## config.mk

```make
export PLATFORM = sky130hd
export DESIGN_NAME = mem_responder
export DESIGN_NICKNAME = d
export VERILOG_FILES = /design/src/rtl/mem_responder.sv
export SDC_FILE = /design/constraint.sdc
export NUM_CORES = 2
export LEC_CHECK = 0
export ABC_CLOCK_PERIOD_IN_PS = 8850
export CAP_MARGIN = 10
export CORE_UTILIZATION = 40
export DETAILED_ROUTE_END_ITERATION = 10
export MAX_ROUTING_LAYER = met4
export PLACE_DENSITY = 0.51
export SETUP_SLACK_MARGIN = 0.05
export SLEW_MARGIN = 10
export SYNTH_ARGS = -nofsm -noshare
export SYNTH_HDL_FRONTEND = slang
export SYNTH_SLANG_ARGS = --single-unit
```

## constraint.sdc

```tcl
create_clock -name clk -period 8.85 [get_ports clk]
set_input_delay 2.655 -clock clk [delete_from_list [all_inputs] [get_ports clk]]
set_output_delay 2.655 -clock clk [all_outputs]
set_load 0.01 [all_outputs]
```

## src/rtl/mem_responder.sv

```systemverilog
// mem_responder
//   Memory-side responder for the 16-bit CPU datapath. It accepts a memory
//   command with address and write data. It returns read data with a
//   one-cycle completion pulse after a programmable number of wait states.
//   It owns the data RAM and, optionally, the board I/O registers.
//
// Optional feature macro: MEM_MMIO_EN
//   When defined:
//     - A read of 9'h140 returns {8'b0, sw}.
//     - A write of 9'h100 loads led.
//   When undefined:
//     - sw is ignored and led is tied low.
//
// Ports
//   clk        in   1   rising-edge clock
//   reset      in   1   asynchronous, active-high reset
//   mem_cmd    in   2   00 NONE, 01 READ, 10 WRITE, 11 illegal
//   mem_addr   in   AW  word address
//   mem_wdata  in   DW  write data
//   mdata      out  DW  registered read data, held until the next completed read
//   mem_ack    out  1   one-cycle completion pulse (high while in DONE)
//   busy       out  1   high whenever the FSM is not IDLE
//   mem_err    out  1   sticky error flag: illegal command or out-of-range access
//   sw         in   8   switch inputs (MMIO)
//   led        out  8   LED register (MMIO)
//   state_dbg  out  2   current FSM state (0 IDLE, 1 WAIT, 2 DONE)
//
// Handshake: a command is sampled only while busy is low. It completes with a
// single mem_ack cycle 1+WAIT cycles after the sampling edge. Inputs are
// ignored while busy is high, so the requester may change them freely then.
module mem_responder #(
  parameter int AW         = 9,
  parameter int DW         = 16,
  parameter int DEPTH      = 256,
  parameter int READ_WAIT  = 1,
  parameter int WRITE_WAIT = 0
) (
  input  logic          clk,
  input  logic          reset,
  input  logic [1:0]    mem_cmd,
  input  logic [AW-1:0] mem_addr,
  input  logic [DW-1:0] mem_wdata,
  output logic [DW-1:0] mdata,
  output logic          mem_ack,
  output logic          busy,
  output logic          mem_err,
  input  logic [7:0]    sw,
  output logic [7:0]    led,
  output logic [1:0]    state_dbg
);

  localparam logic [1:0] CMD_NONE  = 2'b00;
  localparam logic [1:0] CMD_READ  = 2'b01;
  localparam logic [1:0] CMD_WRITE = 2'b10;
  localparam logic [1:0] CMD_ILL   = 2'b11;

  localparam int          IW       = (DEPTH > 1) ? $clog2(DEPTH) : 1;
  localparam logic [AW:0] DEPTH_W  = DEPTH[AW:0];
  localparam logic [3:0]  RW       = READ_WAIT[3:0];
  localparam logic [3:0]  WW       = WRITE_WAIT[3:0];

  typedef enum logic [1:0] {
    S_IDLE = 2'd0,
    S_WAIT = 2'd1,
    S_DONE = 2'd2
  } state_t;

  state_t        state, state_next;
  logic [3:0]    cnt_q, cnt_next;
  logic [1:0]    cmd_q;
  logic [AW-1:0] addr_q;
  logic [DW-1:0] wdata_q;
  logic          capture, illegal;

  logic [DW-1:0] ram [DEPTH];

  // Next-state logic.
  always_comb begin
    state_next = state;
    cnt_next   = cnt_q;
    capture    = 1'b0;
    illegal    = 1'b0;
    case (state)
      S_IDLE: begin
        case (mem_cmd)
          CMD_READ: begin
            capture    = 1'b1;
            cnt_next   = RW;
            state_next = (RW == 4'd0) ? S_DONE : S_WAIT;
          end
          CMD_WRITE: begin
            capture    = 1'b1;
            cnt_next   = WW;
            state_next = (WW == 4'd0) ? S_DONE : S_WAIT;
          end
          CMD_ILL:  illegal = 1'b1;
          default:  state_next = S_IDLE;
        endcase
      end
      S_WAIT: begin
        if (cnt_q == 4'd1) begin
          cnt_next   = 4'd0;
          state_next = S_DONE;
        end else begin
          cnt_next = cnt_q - 4'd1;
        end
      end
      S_DONE:  state_next = S_IDLE;
      default: state_next = S_IDLE;
    endcase
  end

  // With zero wait states the access commits on the sampling edge itself.
  // At that edge the captured registers are not loaded yet, so the live
  // inputs are used while IDLE.
  logic          in_idle;
  logic [1:0]    eff_cmd;
  logic [AW-1:0] eff_addr;
  logic [DW-1:0] eff_wdata;
  logic          commit, is_read, is_write;

  assign in_idle   = (state == S_IDLE);
  assign eff_cmd   = in_idle ? mem_cmd   : cmd_q;
  assign eff_addr  = in_idle ? mem_addr  : addr_q;
  assign eff_wdata = in_idle ? mem_wdata : wdata_q;
  assign commit    = (state_next == S_DONE) && (state != S_DONE);
  assign is_read   = (eff_cmd == CMD_READ);
  assign is_write  = (eff_cmd == CMD_WRITE);

  logic          mmio_addr, sw_hit, led_hit;
  logic [DW-1:0] mmio_rdata;

`ifdef MEM_MMIO_EN
  localparam logic [AW-1:0] ADDR_LED = AW'(9'h100);
  localparam logic [AW-1:0] ADDR_SW  = AW'(9'h140);

  logic [7:0] led_q;

  // The MMIO addresses never reach the RAM. A wrong-direction access to them
  // is handled like an out-of-range access.
  assign mmio_addr  = (eff_addr == ADDR_LED) || (eff_addr == ADDR_SW);
  assign sw_hit     = (eff_addr == ADDR_SW)  && is_read;
  assign led_hit    = (eff_addr == ADDR_LED) && is_write;
  assign mmio_rdata = {{(DW-8){1'b0}}, sw};

  always_ff @(posedge clk or posedge reset) begin
    if (reset) begin
      led_q <= 8'h00;
    end else if (commit && led_hit) begin
      led_q <= eff_wdata[7:0];
    end
  end

  assign led = led_q;
`else
  logic unused_sw;

  assign mmio_addr  = 1'b0;
  assign sw_hit     = 1'b0;
  assign led_hit    = 1'b0;
  assign mmio_rdata = '0;
  assign led        = 8'h00;
  assign unused_sw  = ^sw;
`endif

  logic          ram_ok, access_ok;
  logic [IW-1:0] ram_idx;
  logic [DW-1:0] rd_word;

  assign ram_ok    = ({1'b0, eff_addr} < DEPTH_W) && !mmio_addr;
  assign access_ok = ram_ok || sw_hit || led_hit;
  assign ram_idx   = eff_addr[IW-1:0];
  assign rd_word   = ram_ok ? ram[ram_idx] : (sw_hit ? mmio_rdata : '0);

  always_ff @(posedge clk or posedge reset) begin
    if (reset) begin
      state   <= S_IDLE;
      cnt_q   <= 4'd0;
      cmd_q   <= CMD_NONE;
      addr_q  <= '0;
      wdata_q <= '0;
      mdata   <= '0;
      mem_err <= 1'b0;
    end else begin
      state <= state_next;
      cnt_q <= cnt_next;
      if (capture) begin
        cmd_q   <= mem_cmd;
        addr_q  <= mem_addr;
        wdata_q <= mem_wdata;
      end
      if (commit && is_read) mdata <= rd_word;
      if (illegal || (commit && !access_ok)) mem_err <= 1'b1;
    end
  end

  // The RAM has no reset. The reset gate keeps a command presented while
  // reset is held from committing a zero-wait write.
  always_ff @(posedge clk) begin
    if (!reset && commit && is_write && ram_ok) ram[ram_idx] <= eff_wdata;
  end

  assign mem_ack   = (state == S_DONE);
  assign busy      = (state != S_IDLE);
  assign state_dbg = state;

endmodule
```

Yosys cells after proc, flatten, opt, wreduce, memory -nomap -nowiden
Memory sizes are Yosys's and may differ from the RTL's.
Index checks and enable logic that the tools add are counted.
- div/mod/pow operators: 0
- order comparisons: 1
- multiplexer cells: 16
- bitwise operators: 0
- eq/ne operators: 11
- add/subtract/negate cells: 1
- multipliers: 0
- shifts and indexed selects: 0
- reduce and logical (&&, ||, !) cells: 14
- operator list (operator ; count):
    16-bit 2-to-1 mux ; 2
    4-bit one-hot mux with 2 select lines ; 2
    2-bit equality test (second input constant) ; 5
    9-bit less-than comparator (second input constant) ; 1
    9-bit 2-to-1 mux ; 1
    2-bit by 1-bit equality test with 1-bit output (second input constant) ; 3
    1-bit logical AND ; 6
    1-bit 2-to-1 mux ; 6
    2-bit one-hot mux with 3 select lines ; 1
    4-bit by 1-bit equality test with 1-bit output (second input constant) ; 1
    2-bit 2-to-1 mux ; 2
    4-bit 2-to-1 mux ; 1
    2-bit one-hot mux with 2 select lines ; 1
    2-bit nonzero test ; 2
    4-bit by 1-bit subtractor with 4-bit output (second input constant) ; 1
    3-bit by 1-bit != test with 1-bit output (second input constant) ; 1
    1-bit zero test ; 2
    2-bit zero test ; 1
    2-bit != test (second input constant) ; 1
    2-bit AND reduction ; 1
    2-bit OR reduction ; 1
    1-bit logical OR ; 1
- logic and storage cells: 51
- memories kept: 1
- register bits: 50
- input bits: 37
- memory bits (writable): 4096
- latch bits: 0
- output and inout port bits: 29
- memory bits (read-only): 0
- memories (memory ; depth ; bits a word ; read ports ; clocked after memory_dff ; wr ports ; RTL line ; source):
    ram ; 256 ; 16 ; 1 ; 0 ; 1 ; 75 ; logic [DW-1:0] ram [DEPTH];

Depth between registers and ports, before layout
- word-level depth: 10
- depth in mapped cells: 13
- gate-level depth less buffers: 9

Worst setup path before layout
No wires, ideal clock.
- path kind: input to register
- start point: input mem_wdata[10]
- end point: memory ram[0][10] (data pin)
- stages: 2
- slack: 2.276 ns
- data required time: 8.027 ns
- buffers on the path: 0
- arrival: 5.751 ns
- setup time: 0.823 ns
- path through: nand2_1 -> nand2_1
- longest elaborated chain between the ends: 1
- RTL lines (what ; RTL line ; source):
    start, declared ; 42 ; input logic [DW-1:0] mem_wdata,
    16-bit 2-to-1 mux ; 125 ; assign eff_wdata = in_idle ? mem_wdata : wdata_q;
    net eff_wdata[10] ; 119 ; logic [DW-1:0] eff_wdata;
    end, declared ; 75 ;
The timed path passes the listed nets, and every way through them passes these cells.

Final worst setup path
- start point: input mem_addr[1]
- end point: register mdata[3]
- longest elaborated chain between the ends: 3
- elaborated cells between the ends (all ways): 4
- those cells by class: 1 x order compare; 2 x mux; 1 x memory
- RTL lines (what ; RTL line ; source):
    start, declared ; 41 ; input logic [AW-1:0] mem_addr,
    9-bit 2-to-1 mux * ; 124 ; assign eff_addr = in_idle ? mem_addr : addr_q;
    memory read 256 x 16 bit or 9-bit less-than comparator (tied branches) ; -- ;
    16-bit 2-to-1 mux * ; 173 ; assign rd_word = ram_ok ? ram[ram_idx] : (sw_hit ? mmio_rdata : '0);
    end signal, assigned ; 192 ; if (commit && is_read) mdata <= rd_word;
    end, declared ; 43 ; output logic [DW-1:0] mdata,
Mark *: on every way between the ends. The rest lies on a longest branch, timed or not.
A chain may end at the register's enable or synchronous reset.

==> results.yml <==
drt:
  drt_iter0_markers: 10800
  dr.pass1.iters: 6
  drt-wirelength-per-cell_um: 32.5
  ant_nets: 0
  wl_um: 472000
  viasPerCell: 6.12
  drc_errors: 0
  vias: 88800
die:
  core_um2: 376000
  die_h_um: 616
  start_util_pct: 40.2
  rows: 225
  dieWidth_um: 616
  dieArea_um2: 380000
  io_pins: 66
grt:
  grt_max_degree: 257
  grt_pass1_vias: 85200
  gr-usage-all-layers_pct: 24.9
  grt_overflow_total: 0
  antenna_found_initial: 37
  grt_pass1_wl_um: 655000
sta:
  fin_crit_ns: 6.50
  setup_viol: 0
  skew_ns: 0.0749
  fin_ws_ns: 2.35
  tns_ns: 0
  max_freq_mhz: 154
  report.final.hold_viol_count: 0
  rsz0062_at_grt: "false"
  slew-limit-headroom_pct: 13.1
  drv_slew: 0
  worst_slew_pin_slew_ns: 1.30
  fin_crit_sh_pct: 73.4
clock_network:
  postCtsResizedCells: 0
  cts_hold_buf: 0
  clock_sinks: 4146
  path_clk_slew_ns: 0.07
  root_buffer: "clkbuf_16"
  clk_latency_ns: 0.99
  cts_setup_buffers: 0
  cts.path.max_buffers: 4
  numCtsBuffers: 427
  cts_tree: "yes"
  h-tree-depth: 5
synth:
  synth_compound_area_share_pct: 14.0
  synth_xor_area_share_pct: 0
  synth_mux_area_share_pct: 0.201
  synthCells: 8734
  ys_ff_latch: 4146
  yosys.cell_types.count: 54
  synth_simple_gate_area_share_pct: 1.29
  ys_warn_count: 0
  synth_top_family_by_area: "compound AO/OA/AOI/OAI gates"
  synthAdderAreaFrac_pct: 0.0414
  syn_area_um2: 151000
  synth_ff_type: "edfxtp_1"
  seq_area_frac_synth_pct: 82.3
  synthArstFlopShare_pct: 1.21
  synth-edff-count: 4096
  synth_area_per_cell_um2: 17.3
power:
  p_comb_share_pct: 29.2
  p_leak_nw: 52.3
  total_power_mw: 61.0
  clockPowerShare_pct: 28.6
  intPower_mw: 39.5
  p_seq_share_pct: 42.1
  p_sw_share_pct: 35.2
  power.density_nw_per_um2: 351
  ir_drop_mv: 0.361
  p_switching_mw: 21.5
placed_design:
  dpl_worst_slack_ns: 1.40
  gpl.final_weighted_congestion: 0.846
  dp_hpwl_um: 266000
  port_buffers: 49
  placed_cell_area_um2: 160000
  dp.cells: 13700
status:
  status: "finished, final reports clean"
worst_setup_path:
  worst_ep_arrival_time_ns: 7.38
  critPathMaxStageDelay_ns: 0.90
  rrSetupSlack_ns: 3.17
  path_cells: "clkdlybuf4s50_1, or4b_4, o21a_4, buf_12, o22ai_1, o21ai_0, a41oi_1, nor4_1, buf_4, o2111ai_1, o21ai_1"
  critPathSlowestCell: "o21a_4"
  cp-start-kind: "input pin"
  end_kind: "flip-flop"
  crit_family: "compound AO/OA/AOI/OAI gates"
  worstReg2RegStart: "state_dbg[0]"
  reg2reg_depth: 11
  cp_max_fo: 82
  r2r-end: "mdata[3]"
  worstSetupPathType: "in -> reg"
  crit_cells: 11
  critPathRequiredTime_ns: 9.73
  crit_buf_inv: 3
final_layout:
  finalNetCount: 9173
  design_area_um2: 174000
  fin_cells: 14500
  syn_to_final_growth_pct: 15.0
  drive_gt1_share_pct: 13.7
job:
  maxCapViolations: 0
worst_hold_path:
  hold_class: "reg -> reg"
  hold_path_depth: 1
  min_to: "mem_err"
  hold_path_startpoint: "mem_err"
cell type report:
cell class	count	area, um^2
Multi-Input combinational cell	3933	24000
Clock inverter	271	2210
Inverter	10	37.5
Fill cell	32000	202000
Sequential cell	4146	124000
Tap cell	4994	6250
Timing Repair Buffer	613	5520
Antenna cell	22	55.1
Clock buffer	524	11300
worst register-to-register path, cell delays in order (launching register included):
cell	delay [ns]
dfrtp_1	0.58
nor2_4	0.20
buf_4	0.68
o21a_4	1.04
buf_12	0.58
o22ai_1	0.24
o21ai_0	0.43
a41oi_1	0.42
nor4_1	0.43
buf_4	0.21
o2111ai_1	0.45
o21ai_1	0.31
cells in the final DEF (no fill, tap or decap), types with 7 or more instances in the layout:
cell type / instances
a21oi_1: 70
a22oi_1: 128
a41oi_1: 228
buf_12: 61
buf_4: 500
bufinv_16: 32
clkbuf_1: 81
clkbuf_16: 436
clkbuf_8: 7
clkdlybuf4s50_1: 49
clkinv_1: 105
clkinv_2: 92
clkinvlp_4: 17
conb_1: 8
dfrtp_1: 50
diode_2: 22
edfxtp_1: 4096
inv_1: 8
inv_6: 14
mux2_2: 27
nand2_1: 68
nand2_2: 15
nand2_4: 16
nand2b_1: 14
nand3_1: 11
nand4_1: 15
nor2_1: 257
nor2_2: 8
nor4_1: 15
o2111ai_1: 9
o21ai_0: 851
o21ai_1: 136
o22ai_1: 1922
o41ai_1: 36
o41ai_2: 15
sequential cells by signal, indices dropped and copies added (netlist names):
| signal | count |
|---|---|
| ram | 4096 |
| mdata | 16 |
| wdata_q | 16 |
| addr_q | 9 |
| cnt_q | 4 |
| cmd_q | 2 |
| state_dbg | 2 |
| mem_err | 1 |
power by group through the flow:
stage	Combinational [mW]	Clock [mW]	Sequential [mW]
floorplan	8.97	0	27.1
global placement	17.5	0	26.1
detailed placement	17.8	0	26.1
CTS	17.8	17.7	25.7
global route	18.7	18.4	25.7
finish	17.8	17.5	25.7
cell families after synthesis:
group	after synthesis
other cells	1
simple gates	457
fa+ha+maj	5
flops	4146
compound gates	3436
buf+inv	662
mux	27
cells in the mapped netlist, types with 3 or more instances:
cell type,instances,area share [%]
edfxtp_1,4096,81
o21ai_1,140,0.46
a222oi_1,3,0.020
o2111ai_1,9,0.052
o31a_1,4,0.023
buf_2,390,1.3
clkbuf_1,194,0.48
o31ai_1,4,0.020
nor3b_1,3,0.015
a21oi_1,70,0.23
dfrtp_1,50,0.83
nand4_1,15,0.062
nor3_1,5,0.017
buf_4,45,0.22
o21ai_2,4,0.023
or3_1,5,0.021
nand3_1,11,0.036
a22oi_1,128,0.64
mux2_2,27,0.20
o21ai_0,852,2.8
a41oi_1,228,1.3
nor2_1,267,0.66
buf_1,6,0.015
ha_1,5,0.041
buf_6,17,0.13
o22ai_1,1922,8.0
o41ai_1,50,0.29
or2_2,6,0.025
nand2b_1,14,0.058
inv_1,9,0.022
nor4_1,20,0.083
o21a_1,10,0.050
nand2_1,99,0.25
through the flow:
step	utilization, %	hold slack, ns
6_report	46.2	0.500
5_1_grt	46.2	0.523
4_1_cts	46.2	0.499
3_5_place_dp	42.6	0.473
3_3_place_gp	42.6	0.469
2_1_floorplan	-	0.451
layer usage:
metal | up-vias | wire length, um | global-route usage [%]
met3 | 777 | 36500 | 3.56
met1 | 46500 | 194000 | 33.5
met4 | 0 | 18200 | 8.92
li1 | 37500 | - | -
met2 | 4059 | 223000 | 38.6
met5 | - | 0 | -
how the worst max path moves through the flow:
stage                        startpoint    endpoint  slack, ns
after detailed placement    mem_addr[1]    mdata[3]       1.40
after global routing        mem_addr[1]    mdata[6]       2.29
after global placement      mem_addr[1]    mdata[3]       1.45
final                       mem_addr[1]    mdata[3]       2.35
after floorplan           mem_wdata[10]  ram[0][10]       2.28
after CTS                   mem_addr[1]    mdata[3]       2.43
Power figures use the tool's default switching activity.
